[src/rtl/uart_pkg.sv]
// Shared types and constants for the memory-mapped UART transmitter.
package uart_pkg;

  typedef enum logic [1:0] {
    IDLE,
    START,
    DATA,
    STOP
  } tx_state_e;

  // Register select values taken from DataAdr[3:2]
  localparam logic [1:0] REG_TXDATA = 2'd0;
  localparam logic [1:0] REG_STATUS = 2'd1;
  localparam logic [1:0] REG_CTRL   = 2'd2;

  // Bit positions inside the STATUS register
  localparam int STAT_EMPTY = 0;
  localparam int STAT_FULL  = 1;
  localparam int STAT_BUSY  = 2;
  localparam int STAT_OVF   = 3;

endpackage

[src/rtl/sync_fifo.sv]
// Single-clock FIFO; a push while full is accepted only if a pop happens the same cycle.
module sync_fifo #(
  parameter int WIDTH = 8,
  parameter int DEPTH = 8
) (
  input  logic                     clk,
  input  logic                     reset,
  input  logic                     push,
  input  logic                     pop,
  input  logic [WIDTH-1:0]         din,
  output logic [WIDTH-1:0]         dout,
  output logic                     full,
  output logic                     empty,
  output logic [$clog2(DEPTH):0]   count
);

  localparam int AW = $clog2(DEPTH);

  logic [WIDTH-1:0] mem_q [DEPTH];
  logic [WIDTH-1:0] mem_d [DEPTH];
  logic [AW-1:0]    wr_ptr_q, wr_ptr_d;
  logic [AW-1:0]    rd_ptr_q, rd_ptr_d;
  logic [AW:0]      count_q, count_d;
  logic             do_push, do_pop;

  assign full    = (count_q == (AW+1)'(DEPTH));
  assign empty   = (count_q == '0);
  assign count   = count_q;
  assign dout    = mem_q[rd_ptr_q];
  assign do_pop  = pop & ~empty;
  assign do_push = push & (~full | do_pop);

  // Next-state for storage, pointers (wrapping at DEPTH) and occupancy
  always_comb begin
    mem_d    = mem_q;
    wr_ptr_d = wr_ptr_q;
    rd_ptr_d = rd_ptr_q;
    count_d  = count_q;
    if (do_push) begin
      mem_d[wr_ptr_q] = din;
      wr_ptr_d        = wr_ptr_q + AW'(1);
    end
    if (do_pop) begin
      rd_ptr_d = rd_ptr_q + AW'(1);
    end
    case ({do_push, do_pop})
      2'b10:   count_d = count_q + (AW+1)'(1);
      2'b01:   count_d = count_q - (AW+1)'(1);
      default: count_d = count_q;
    endcase
  end

  // Register FIFO state; reset discards all contents
  always_ff @(posedge clk or posedge reset) begin
    if (reset) begin
      for (int i = 0; i < DEPTH; i++) mem_q[i] <= '0;
      wr_ptr_q <= '0;
      rd_ptr_q <= '0;
      count_q  <= '0;
    end else begin
      mem_q    <= mem_d;
      wr_ptr_q <= wr_ptr_d;
      rd_ptr_q <= rd_ptr_d;
      count_q  <= count_d;
    end
  end

endmodule

[src/rtl/mmio_uart_tx.sv]
// CPU-mapped UART transmitter: register window, TX FIFO and 8N1 serializer.
module mmio_uart_tx
  import uart_pkg::*;
#(
  parameter logic [31:0] BASE_ADDR    = 32'h0000_1000,
  parameter int          CLKS_PER_BIT = 434,
  parameter int          FIFO_DEPTH   = 8
) (
  input  logic        clk,
  input  logic        reset,
  input  logic        MemWrite,
  input  logic [31:0] DataAdr,
  input  logic [31:0] WriteData,
  output logic [31:0] ReadData,
  output logic        Hit,
  output logic        tx,
  output logic        irq
);

  localparam int BCW = $clog2(CLKS_PER_BIT);
  localparam logic [BCW-1:0] BC_LAST = BCW'(CLKS_PER_BIT - 1);

  tx_state_e state_q, state_d;
  logic [BCW-1:0] bc_q, bc_d;
  logic [2:0]     bit_idx_q, bit_idx_d;
  logic [7:0]     sh_q, sh_d;
  logic           tx_q, tx_d;
  logic           en_q, en_d;
  logic           ovf_q, ovf_d;

  logic [1:0]     sel;
  logic           wr, push, pop, busy, start_ok, bc_last;
  logic [7:0]     fifo_dout;
  logic           fifo_full, fifo_empty;
  logic [$clog2(FIFO_DEPTH):0] fifo_count;
  logic           unused_bits;

  assign sel      = DataAdr[3:2];
  assign Hit      = (DataAdr[31:4] == BASE_ADDR[31:4]);
  assign wr       = MemWrite & Hit;
  assign push     = wr & (sel == REG_TXDATA);
  assign busy     = (state_q != IDLE) | ~fifo_empty;
  assign start_ok = en_q & ~fifo_empty;
  assign bc_last  = (bc_q == BC_LAST);
  assign tx       = tx_q;
  assign irq      = ovf_q;

  assign unused_bits = ^{WriteData[31:8], DataAdr[1:0], fifo_count};

  sync_fifo #(
    .WIDTH (8),
    .DEPTH (FIFO_DEPTH)
  ) u_fifo (
    .clk   (clk),
    .reset (reset),
    .push  (push),
    .pop   (pop),
    .din   (WriteData[7:0]),
    .dout  (fifo_dout),
    .full  (fifo_full),
    .empty (fifo_empty),
    .count (fifo_count)
  );

  // Control/status updates; a dropped push outranks a same-cycle overflow clear
  always_comb begin
    en_d  = en_q;
    ovf_d = ovf_q;
    if (wr && (sel == REG_CTRL)) en_d = WriteData[0];
    if (wr && (sel == REG_STATUS) && WriteData[3]) ovf_d = 1'b0;
    if (push && fifo_full && !pop) ovf_d = 1'b1;
  end

  // Serializer: start bit, 8 data bits LSB first, stop bit; chains frames with no gap
  always_comb begin
    state_d   = state_q;
    bc_d      = bc_q;
    bit_idx_d = bit_idx_q;
    sh_d      = sh_q;
    tx_d      = tx_q;
    pop       = 1'b0;
    case (state_q)
      IDLE: begin
        bc_d = '0;
        tx_d = 1'b1;
        if (start_ok) begin
          pop     = 1'b1;
          sh_d    = fifo_dout;
          tx_d    = 1'b0;
          state_d = START;
        end
      end
      START: begin
        if (bc_last) begin
          bc_d      = '0;
          bit_idx_d = 3'd0;
          tx_d      = sh_q[0];
          state_d   = DATA;
        end else begin
          bc_d = bc_q + BCW'(1);
        end
      end
      DATA: begin
        if (bc_last) begin
          bc_d = '0;
          if (bit_idx_q == 3'd7) begin
            tx_d    = 1'b1;
            state_d = STOP;
          end else begin
            bit_idx_d = bit_idx_q + 3'd1;
            tx_d      = sh_q[1];
            sh_d      = {1'b0, sh_q[7:1]};
          end
        end else begin
          bc_d = bc_q + BCW'(1);
        end
      end
      STOP: begin
        if (bc_last) begin
          bc_d = '0;
          if (start_ok) begin
            pop     = 1'b1;
            sh_d    = fifo_dout;
            tx_d    = 1'b0;
            state_d = START;
          end else begin
            state_d = IDLE;
          end
        end else begin
          bc_d = bc_q + BCW'(1);
        end
      end
      default: begin
        state_d = IDLE;
        tx_d    = 1'b1;
      end
    endcase
  end

  // State registers; reset forces the line idle high immediately
  always_ff @(posedge clk or posedge reset) begin
    if (reset) begin
      state_q   <= IDLE;
      bc_q      <= '0;
      bit_idx_q <= 3'd0;
      sh_q      <= 8'd0;
      tx_q      <= 1'b1;
      en_q      <= 1'b1;
      ovf_q     <= 1'b0;
    end else begin
      state_q   <= state_d;
      bc_q      <= bc_d;
      bit_idx_q <= bit_idx_d;
      sh_q      <= sh_d;
      tx_q      <= tx_d;
      en_q      <= en_d;
      ovf_q     <= ovf_d;
    end
  end

  // Register read mux; anything outside the window reads as zero
  always_comb begin
    ReadData = 32'd0;
    if (Hit) begin
      case (sel)
        REG_STATUS: begin
          ReadData[STAT_EMPTY] = fifo_empty;
          ReadData[STAT_FULL]  = fifo_full;
          ReadData[STAT_BUSY]  = busy;
          ReadData[STAT_OVF]   = ovf_q;
        end
        REG_CTRL: ReadData[0] = en_q;
        default:  ReadData = 32'd0;
      endcase
    end
  end

endmodule

[config.mk]
export PLATFORM = sky130hd
export DESIGN_NAME = mmio_uart_tx
export DESIGN_NICKNAME = d
export VERILOG_FILES = /design/src/rtl/uart_pkg.sv /design/src/rtl/sync_fifo.sv /design/src/rtl/mmio_uart_tx.sv
export SDC_FILE = /design/constraint.sdc
export NUM_CORES = 1
export LEC_CHECK = 0
export CORE_MARGIN = 2
export CORE_UTILIZATION = 58
export CTS_BUF_LIST = sky130_fd_sc_hd__clkbuf_8
export CTS_CLUSTER_SIZE = 28
export DETAILED_ROUTE_END_ITERATION = 10
export PLACE_DENSITY = 0.88
export SYNTH_ARGS = -nofsm -noshare
export SYNTH_HDL_FRONTEND = slang
export SYNTH_SLANG_ARGS = --single-unit
[constraint.sdc]
create_clock -name clk -period 7.36 [get_ports clk]
set_input_delay 1.84 -clock clk [delete_from_list [all_inputs] [get_ports clk]]
set_output_delay 1.84 -clock clk [all_outputs]
set_load 0.02 [all_outputs]
[After elaboration in Yosys (flattened, before gate mapping)]
Cells that the tools add are included.
Storage, ports and cells
  register bits after elaboration: 99
  bits in latches: 0
  memory bits (writable): 0
  memory bits (read-only): 0
  bits of input ports: 67
  output and inout bits: 35
  word-level logic and storage cells: 116
  memories: 0
Operators by class
  $add $sub $neg: 6
  multiply operators: 0
  div/mod/pow operators: 0
  $lt $le $gt $ge: 3
  eq/ne operators: 18
  shifts and indexed selects: 0
  mux-type cells: 40
  bitwise operators: 11
  reductions and logical operators: 20
Operator list (number)
  64-bit bitwise mux: 1
  8-bit two-way mux: 7
  28-bit by 9-bit equality test with 1-bit output (second input constant): 1
  8-bit binary-select mux with 3-bit select: 1
  8-bit demux with 3-bit select: 1
  8-bit case mux with 3 select lines: 1
  9-bit case mux with 2 select lines: 1
  2-bit inequality test (second input constant): 7
  3-bit two-way mux: 4
  4-bit AND reduction: 3
  1-bit two-way mux: 11
  2-bit two-way mux: 5
  3-bit by 1-bit adder with 3-bit output (second input constant): 3
  9-bit by 1-bit adder with 9-bit output (second input constant): 1
  9-bit equality test (second input constant): 1
  9-bit two-way mux: 1
  2-bit equality test (second input constant): 4
  4-bit greater-or-equal comparator (second input constant): 2
  3-bit NOT with 4-bit output: 2
  2-bit case mux with 4 select lines: 1
  4-bit case mux with 2 select lines: 1
  2-bit nonzero test: 4
  2-bit by 1-bit equality test with 1-bit output (second input constant): 3
  1-bit logical AND: 6
  other kinds (18): 26

[Logic depth before layout (Yosys ltp)]
  depth in word-level cells: 11
  depth in mapped cells: 14
  mapped depth without buffers: 13

[Hierarchy]
Synthesis repeated with hierarchy kept, for this count alone.
Unflattened totals
  cell total of the unflattened synthesis: 420
  area, all modules: 5477.8 µm²
By module, submodules not included
  sync_fifo: instances 1, cells an instance 230, area an instance 3621.0 µm², sequential area each 1851.8 µm²
  mmio_uart_tx: instances 1, cells an instance 190, area an instance 1856.8 µm², sequential area each 628.1 µm²

[Worst setup path after synthesis]
No wires, ideal clock.
  path kind: input port to output port
  start point: in DataAdr[13]
  end point: out ReadData[2]
  data arrival time: 3398 ps
  required time: 5520 ps
  slack: 2122 ps
  stages: 8
  path buffers: 2
  cell sequence: nor4b_1 -> nand4_1 -> or2_2 -> buf_4 -> inv_2 -> buf_4 -> nand2_1 -> a21oi_1
Between the ends
  word-level cells in the longest chain between the ends: 2
RTL lines
  from (decl): line mmio_uart_tx.sv:12  | input logic [31:0] DataAdr,
  28-bit by 9-bit equality test with 1-bit output: line mmio_uart_tx.sv:39  | assign Hit = (DataAdr[31:4] == BASE_ADDR[31:4]);
  via Hit: line mmio_uart_tx.sv:15  | output logic Hit,
  4-bit two-way mux: line mmio_uart_tx.sv:164  | if (Hit) begin
  to (decl): line mmio_uart_tx.sv:14  | output logic [31:0] ReadData,
The timed path passes the listed nets, and every way through them passes these cells.

[Worst setup path in the final report]
  start point: in DataAdr[13]
  end point: out ReadData[2]
Between the ends
  word-level cells in the longest chain between the ends: 2
RTL lines (line)
  28-bit by 9-bit equality test with 1-bit output: mmio_uart_tx.sv:39
  4-bit two-way mux: mmio_uart_tx.sv:164
Every way passes these cells.

==> run summary <==
Data arrival at the endpoint of the critical path: 4300 ps
Post-route insts no fill: 570
Commonest non-fill, non-tap cell in the layout: sky130_fd_sc_hd__dfrtp_1
Slew headroom: 20.1%
Yosys top cell area share: 46.1%
Commonest non-fill, non-tap cells in the layout: 97 x sky130_fd_sc_hd__dfrtp_1, 75 x sky130_fd_sc_hd__mux2_2, 47 x sky130_fd_sc_hd__clkdlybuf4s50_1
Post-CTS Setup Bufs: 0
Register bit count reported by yosys: 99
Share of final-layout standard cells stronger than drive strength 1: 27.3%
Peak Freq: 0.163 GHz
Overall via count from detail_route: 3336
Net count reported at finish: 541
Growth of design area from synthesis to finish: 12.4%
Category of the most critical setup path: input pin to output pin
Warnings, synthesis: 0
Type of origin of the critical path: input pin
CTS tree: done
Via count of the first global-routing pass: 3555
Number of buffers added on ports: 47
Average wire length per cell after detail routing: 18.2 um
Final period utilization: 83.4%
Max-cap violations: 0
Top routing layer in use: met4
Clock tree skew after final layout: 12.6 ps
Sinks on the clock net: 99
Final slew viol count: 0
Number of hold buffers added after CTS: 0
Tightest Pin Transition: 1190 ps
Final GP Congestion: 0.824
I/O pin cnt: 102
Mean instance size in the synthesized netlist: 12.8 sq um
Met2 wire length: 5.40 mm
Placement row count: 34
Shortest period the worst path allows: 6140 ps
Number of cells after detailed placement: 554
Sequential element share of the synthesized area: 47.1%
Synthesized area: 5270 sq um
Post-route worst hold slack: 511 ps
Worst Reg-to-Reg Cells: 10
Maximum buffer depth of the clock tree: 2
Dominant register cell in the synthesized netlist: sky130_fd_sc_hd__dfrtp_1
Number of vias per cell after detailed routing: 5.85
ANT cells: 0
Core footprint: 8760 sq um
Detailed-route wire length: 10.4 mm
Worst Hold Class: register to register
Largest driver fanout on the critical path: 13
First drt pass iteration count: 4
Top post-synthesis cells by area: sky130_fd_sc_hd__dfrtp_1 46%, sky130_fd_sc_hd__mux2_2 16%, sky130_fd_sc_hd__mux4_2 6.8%
Cells resized by post-CTS repair: 0
Antenna violations before repair: 0
H-tree levels: 3
Maximum number of pins on one net before global-route repair: 76
Count of cells along the worst hold path: 1
Slack of the worst reg-to-reg path: 3920 ps
Status: completed
Total clock buffers created by CTS: 9
Total routing usage reported by global routing: 22.6%
Unrepaired setup endpoints after global routing: false
Global-route wire length before repair: 17.3 mm
Starting utilization of the core area: 60.1%
Worst-Skew Late Latency: 370 ps
Kind of end point of the critical path: output pin
EDFF count, synth: 0
Clk slew on worst S/H paths: 100 ps
Met3 WL post-DR: 467 um
Syn Inst Count: 413
Total half-perimeter wirelength after legalization and detailed placement: 6.99 mm
Grt ovf: 0
Fin. Hold Viols: 0
Detailed Route Iter0 Violations: 208
Share of flip-flops with an asynchronous set or reset: 100%
Buffer type at the clock tree root: sky130_fd_sc_hd__clkbuf_8
LEAKAGE: 2.77 nW
Count of final setup violators: 0
Power density of the placed cells: 164 nW/um^2
Vert. Die Dim: 99.3 um
Die boundary width: 99.3 um
Sum Neg Setup Slack: 0 ps
Final ANT Viol Nets: 0
Worst VDD drop: 110 uV
Remaining DRCs: 0
Cell taking the most area after synthesis: sky130_fd_sc_hd__dfrtp_1
Die Area: 9860 sq um
Met1 wire length: 4.24 mm
Unique cell type count in the Yosys netlist: 51
Req. time, crit path: 5520 ps
## cell type report
| cell class | count | area [sq um] |
|---|---|---|
| Timing Repair Buffer | 48 | 478 |
| Clock inverter | 6 | 78.8 |
| Inverter | 12 | 46.3 |
| Clock buffer | 10 | 138 |
| Sequential cell | 99 | 2480 |
| Tap cell | 108 | 135 |
| Fill cell | 604 | 2850 |
| Multi-Input combinational cell | 287 | 2560 |
## final timing paths
path / to / startpoint
setup / recovery: ReadData[2] / DataAdr[13]
hold / removal: u_fifo.mem_q[38] / u_fifo.mem_q[38]
setup reg to reg: u_fifo.count[3] / bc_q[1]
hold reg to reg: u_fifo.mem_q[38] / u_fifo.mem_q[38]
max in group asynchronous: u_fifo.mem_q[59] / reset
min in group asynchronous: bc_q[1] / reset
## metrics by stage
| stage | area [sq um] | worst slack (ps) | total power (W) | utilization [%] |
|---|---|---|---|---|
| detailed placement | 5700 | 1200 | 0.000608 | 65.0 |
| global placement | 5700 | 1270 | 0.000607 | 65.0 |
| CTS | 5920 | 1200 | 0.000980 | 67.5 |
| finish | 5920 | 1220 | 0.000972 | 67.5 |
| floorplan | 5370 | 2120 | 0.000589 | - |
| global route | 5920 | 1120 | 0.00101 | 67.5 |
## power breakdown
part | internal, W | total (W) | switching (W) | leakage [nW]
combinational | 0.0000208 | 0.0000535 | 0.0000327 | 1.28
sequential | 0.000544 | 0.000544 | 0.00000000000261 | 1.38
clock | 0.000174 | 0.000375 | 0.000202 | 0.111
total | 0.000738 | 0.000972 | 0.000234 | 2.77
## state kept, by name (all words and copies together) (netlist names)
signal	flops
u_fifo.mem_q	64
bc_q	9
sh_q	8
u_fifo.count	4
bit_idx_q	3
u_fifo.rd_ptr_q	3
u_fifo.wr_ptr_q	3
state_q	2
en_q	1
irq	1
tx	1
## cell families after synthesis
group / count (synthesis) / share of synthesized area [%]
AO/OA/AOI/OAI: 35 / 4.89
AND/OR/NAND/NOR: 90 / 10.2
XOR/XNOR: 16 / 2.66
other: 1 / 0.0712
flip-flops: 99 / 47.1
multiplexers: 101 / 24.8
buffers and inverters: 54 / 6.20
adder cells (fa/ha/maj): 17 / 4.04
## per-layer routing
metal / up-vias / GRT usage, %
li1: 1530 / -
met1: 1678 / 28.3
met2: 106 / 38.7
met3: 22 / 4.78
met4: 0 / 8.43
met5: - / 0
## critical path, stage by stage
cell,delay [ps]
sky130_fd_sc_hd__clkdlybuf4s50_1,400
sky130_fd_sc_hd__nor4b_1,360
sky130_fd_sc_hd__nand4_1,120
sky130_fd_sc_hd__or2_2,420
sky130_fd_sc_hd__inv_2,260
sky130_fd_sc_hd__nand2_1,130
sky130_fd_sc_hd__a21oi_1,140
sky130_fd_sc_hd__clkdlybuf4s50_1,620
## Yosys cell counts (all sizes together) (2+ instances only)
library cell	instances
a22oi	3
o21ai	12
a31oi	4
nor3	9
a211oi	3
dfrtp	97
nand3	8
or2	2
a21oi	4
mux2	77
nand4	7
mux4	16
dfstp	2
xor2	8
buf	36
xnor2	8
nand4b	2
nand2b	2
clkbuf	6
nor4	8
mux2i	8
nand2	21
inv	12
nor2	24
ha	17
and3	2
Note: power is estimated with default switching activity, not from simulation.
